==> src/rtl/modulo_leitor_teclado_matriz.sv <==
// Scanned-matrix keypad reader: drives one column low at a time, debounces the
// first key found and reports its code with a one-cycle valid pulse.
module modulo_leitor_teclado_matriz #(
    parameter int N_COLS    = 4,
    parameter int N_ROWS    = 4,
    parameter int SCAN_DIV  = 50000,
    parameter int DEB_TICKS = 8
) (
    input  logic              clk,
    input  logic              clr,
    input  logic [N_ROWS-1:0] k_line,
    output logic [N_COLS-1:0] k_col,
    output logic [3:0]        key_code,
    output logic              key_valid,
    output logic              key_held
);

    localparam int PW = $clog2(SCAN_DIV);
    localparam int CW = $clog2(N_COLS);
    localparam int RW = $clog2(N_ROWS);
    localparam int DW = $clog2(DEB_TICKS + 1);
    localparam logic [PW-1:0] PRESC_LAST = PW'(SCAN_DIV - 1);
    localparam logic [CW-1:0] COL_LAST   = CW'(N_COLS - 1);
    localparam logic [DW-1:0] DEB_LAST   = DW'(DEB_TICKS - 1);

    typedef enum logic [1:0] {SCAN, DEBOUNCE, HELD} state_t;

    state_t            state;
    logic [N_ROWS-1:0] sync1;
    logic [N_ROWS-1:0] sl;
    logic [PW-1:0]     presc;
    logic              tick;
    logic [CW-1:0]     col;
    logic [CW-1:0]     col_adv;
    logic [N_COLS-1:0] k_col_adv;
    logic [RW-1:0]     r;
    logic [RW-1:0]     low_row;
    logic [RW-1:0]     accept_row;
    logic              any_low;
    logic              r_low;
    logic [DW-1:0]     deb_cnt;
    logic [3:0]        code_calc;

    always_ff @(posedge clk or posedge clr) begin
        if (clr) begin
            sync1 <= '1;
            sl    <= '1;
        end else begin
            sync1 <= k_line;
            sl    <= sync1;
        end
    end

    always_ff @(posedge clk or posedge clr) begin
        if (clr) begin
            presc <= '0;
        end else begin
            presc <= tick ? '0 : presc + 1'b1;
        end
    end

    assign tick = (presc == PRESC_LAST);

    // Lowest-index active row wins when several keys share the scanned column.
    always_comb begin
        low_row = '0;
        any_low = 1'b0;
        for (int unsigned i = 0; i < N_ROWS; i++) begin
            if (!sl[i] && !any_low) begin
                low_row = RW'(i);
                any_low = 1'b1;
            end
        end
    end

    always_comb begin
        col_adv   = (col == COL_LAST) ? '0 : col + 1'b1;
        k_col_adv = '1;
        for (int unsigned i = 0; i < N_COLS; i++) begin
            if (CW'(i) == col_adv) begin
                k_col_adv[i] = 1'b0;
            end
        end
    end

    assign r_low      = !sl[r];
    assign accept_row = (state == SCAN) ? low_row : r;
    assign code_calc  = 4'(accept_row) * 4'(N_COLS) + 4'(col);

    always_ff @(posedge clk or posedge clr) begin
        if (clr) begin
            state     <= SCAN;
            col       <= '0;
            k_col     <= {{(N_COLS-1){1'b1}}, 1'b0};
            r         <= '0;
            deb_cnt   <= '0;
            key_code  <= '0;
            key_valid <= 1'b0;
            key_held  <= 1'b0;
        end else begin
            key_valid <= 1'b0;
            if (tick) begin
                case (state)
                    SCAN: begin
                        if (any_low) begin
                            r <= low_row;
                            if (DEB_TICKS == 1) begin
                                key_code  <= code_calc;
                                key_valid <= 1'b1;
                                key_held  <= 1'b1;
                                deb_cnt   <= '0;
                                state     <= HELD;
                            end else begin
                                deb_cnt <= DW'(1);
                                state   <= DEBOUNCE;
                            end
                        end else begin
                            col   <= col_adv;
                            k_col <= k_col_adv;
                        end
                    end
                    DEBOUNCE: begin
                        if (r_low) begin
                            if (deb_cnt == DEB_LAST) begin
                                key_code  <= code_calc;
                                key_valid <= 1'b1;
                                key_held  <= 1'b1;
                                deb_cnt   <= '0;
                                state     <= HELD;
                            end else begin
                                deb_cnt <= deb_cnt + 1'b1;
                            end
                        end else begin
                            deb_cnt <= '0;
                            col     <= col_adv;
                            k_col   <= k_col_adv;
                            state   <= SCAN;
                        end
                    end
                    HELD: begin
                        if (!r_low) begin
                            if (deb_cnt == DEB_LAST) begin
                                key_held <= 1'b0;
                                deb_cnt  <= '0;
                                col      <= col_adv;
                                k_col    <= k_col_adv;
                                state    <= SCAN;
                            end else begin
                                deb_cnt <= deb_cnt + 1'b1;
                            end
                        end else begin
                            deb_cnt <= '0;
                        end
                    end
                    default: state <= SCAN;
                endcase
            end
        end
    end

endmodule

==> config.mk <==
export PLATFORM = sky130hd
export DESIGN_NAME = modulo_leitor_teclado_matriz
export DESIGN_NICKNAME = d
export VERILOG_FILES = /design/src/rtl/modulo_leitor_teclado_matriz.sv
export SDC_FILE = /design/constraint.sdc
export NUM_CORES = 1
export LEC_CHECK = 0
export CAP_MARGIN = 0
export CORE_MARGIN = 4
export CORE_UTILIZATION = 54
export CTS_BUF_LIST = sky130_fd_sc_hd__clkbuf_4 sky130_fd_sc_hd__clkbuf_8
export CTS_CLUSTER_SIZE = 14
export DETAILED_ROUTE_END_ITERATION = 16
export PLACE_DENSITY = 0.87
export REMOVE_ABC_BUFFERS = 1
export SLEW_MARGIN = 20
export SYNTH_ARGS = -nofsm -noshare
export SYNTH_HDL_FRONTEND = slang
export SYNTH_SLANG_ARGS = --single-unit
==> constraint.sdc <==
create_clock -name clk -period 1.85 [get_ports clk]
set_input_delay 0.37 -clock clk [delete_from_list [all_inputs] [get_ports clk]]
set_output_delay 0.37 -clock clk [all_outputs]
set_load 0.01 [all_outputs]
==> impl_metrics.ini <==
[outcome]
status = finished with violations
failed_checks = setup timing

[routing]
drt-pass1-iter-count = 4
post_drt_wl_per_cell_um = 16.29
drcViolationCount = 0
ant_nets = 0
routed_wl_um = 4528
vias_per_cell = 5.831
vias = 1621
drt_iter0_markers = 106

[synth]
ys_seq_area_frac = 0.5025
synth-seq-cells = 44
synthesis.area_um2 = 2218
ys_types = 52
synth_top_flop_cell = dfrtp_1
syn_inst = 182
syn_area_per_cell_um2 = 12.19
synth_edf_count = 0
yosysWarnings = 0
async_reset_ff_frac = 1.000

[setup_path]
reg2reg_to = col[1]$_DFFE_PP0P_
cp.required_ns = 2.04
startpoint = presc[11]$_DFF_PP0_
worstSetupStartpointType = register
path_max_fanout = 2
rr_startpoint = presc[11]$_DFF_PP0_
critical_path_class = register to register
end_kind = register
rrSetupSlack_ns = -0.19
arrival_ns = 2.23
worst-r2r-cell-count = 5
cp-endpoint = col[1]$_DFFE_PP0P_

[die]
die_w_um = 72.10
rows = 23
dieHeight_um = 72.10
die_area_um2 = 5198
io_pins = 16
core_area_um2 = 4000
floorplan.initialDensity = 0.5546

[final_layout]
nets = 243
final_cell_mix = 33 x dfrtp_1, 22 x buf_4, 15 x clkdlybuf4s50_1
nFillCells = 273
final_core_util = 0.6966
final_common_cell = dfrtp_1
design_area_um2 = 2786
antenna_cells = 0
areaGrowthSynthToFinish_pct = 25.61
layout-drive-gt1-share = 0.3202

[power]
p_leak_nw = 1.238
peakVddDrop_mv = 0.5744
power.density_nw_per_um2 = 587.9

[run]
maxCapViolations = 0

[grt]
grt_pass1_vias = 1624
overflow = 0
track_usage = 0.1775
antenna_found_initial = 0
grt_max_degree = 45
grt_pass1_wl_um = 7120

[timing]
clock_skew_ns = 0.01308
period_share = 1.104
setup_tns_ns = -2.350
rsz0062_at_grt = yes
fmax_mhz = 489.7
tightest_slew_ns = 0.3196
hold_ws_ns = 0.3578
worst_slack_ns = -0.1922
period_needed_ns = 2.042
slew_viol_final = 0
hold_viol = 0
max_slew_margin = 0.7857
setup_viol = 28

[clocking]
insertion_delay_ns = 0.30
numCtsBuffers = 5
htree_levels = 2
cts_tree = done
path_clk_slew_ns = 0.08
root_buffer = clkbuf_8
cts_sinks = 44
cts_buffer_depth = 2

[worst_hold_path]
hp-class = register to register

[place]
io_buffer_count = 15
routabilityCongestion = 0.8542
placed_cell_area_um2 = 2536
dp_hpwl_um = 2792
pre_cts_slack_ns = -0.1484
==> routing by layer <==
metal	part of all wire	up-vias	GRT usage	wire length, µm
met5	0	-	0	0
met4	0.020	0	0.07307	92
met3	0.053	11	0.04986	241
met2	0.50	52	0.2892	2272
met1	0.42	811	0.2223	1921
li1	-	747	-	-
==> registers in the layout, summed over array words and instances, names as in the netlist <==
register   count
key_held       1
key_valid      1
col            2
sync1          4
k_col          4
r              2
state          2
presc         16
sl             4
key_code       4
deb_cnt        4
==> worst max-delay path, stage by stage (launching register included) <==
cell,delay [ns]
dfrtp_1,0.39
or4_4,0.57
nor4_4,0.21
nor4bb_4,0.28
buf_4,0.18
mux2_4,0.30
==> synth_stat cells (3+ instances only) <==
cell      count  area (µm²)
a21oi_1       3       15.01
a31oi_1       6       37.54
and3_1        4       25.02
dfrtp_1      33       825.8
dfstp_2      11       289.0
ha_1         10       125.1
inv_1        14       52.55
mux2_1        3       33.78
mux2i_1       6       60.06
nand2_1       5       18.77
nand2b_1      3       18.77
nand3_1       7       35.03
nand4_1       4       25.02
nor2_1       12       45.04
nor3_1        3       15.01
xnor2_1       7       61.31
xor2_1        5       43.79
==> logic make-up (layout without fill, tap and decap cells) <==
kind of cell / count (synthesis) / after routing / share of synthesized area
mux: 13 / 13 / 0.07107
fa+ha+maj: 10 / 10 / 0.05640
compound gates: 24 / 24 / 0.08404
xor+xnor: 12 / 12 / 0.04738
flops: 44 / 44 / 0.5025
simple gates: 59 / 59 / 0.1872
buf+inv: 20 / 66 / 0.05133
==> power by group <==
group	internal [W]	switching, W
sequential	0.000978	0.00000725
combinational	0.0000200	0.0000284
clock	0.000294	0.000310
total	0.00129	0.000346
==> layout make-up <==
class | count | area [µm²] | share of cell area
Multi-Input combinational cell | 118 | 1060 | 0.3803
Timing Repair Buffer | 43 | 399.1 | 0.1432
Tap cell | 50 | 62.56 | 0.02245
Clock inverter | 1 | 5.005 | 0.001796
Clock buffer | 7 | 83.83 | 0.03009
Inverter | 15 | 61.31 | 0.02200
Sequential cell | 44 | 1115 | 0.4001
==> how the worst min path moves through the flow <==
stage                     cells past startpoint               start               to
after detailed placement                      0  sync1[0]$_DFF_PP1_  sl[0]$_DFF_PP1_
after global routing                          0  sync1[2]$_DFF_PP1_  sl[2]$_DFF_PP1_
final                                         0  sync1[0]$_DFF_PP1_  sl[0]$_DFF_PP1_
after floorplan                               0  sync1[0]$_DFF_PP1_  sl[0]$_DFF_PP1_
after global placement                        0  sync1[1]$_DFF_PP1_  sl[1]$_DFF_PP1_
after CTS                                     0  sync1[0]$_DFF_PP1_  sl[0]$_DFF_PP1_
==> stage by stage <==
step                      power (W)  std cells
after global placement     0.001049        262
after global routing       0.001718        278
final                      0.001638        278
after detailed placement   0.001050        262
after floorplan            0.001025        177
after CTS                  0.001649        271
==> repair_timing <==
action,in CTS,in global routing
hold endpoints to repair,0,0
setup buffers,1,7
hold buffers,0,0
pin swaps,2,6
setup endpoints to repair,16,19
resized for setup,1,23
(Power assumes the default switching activity.)
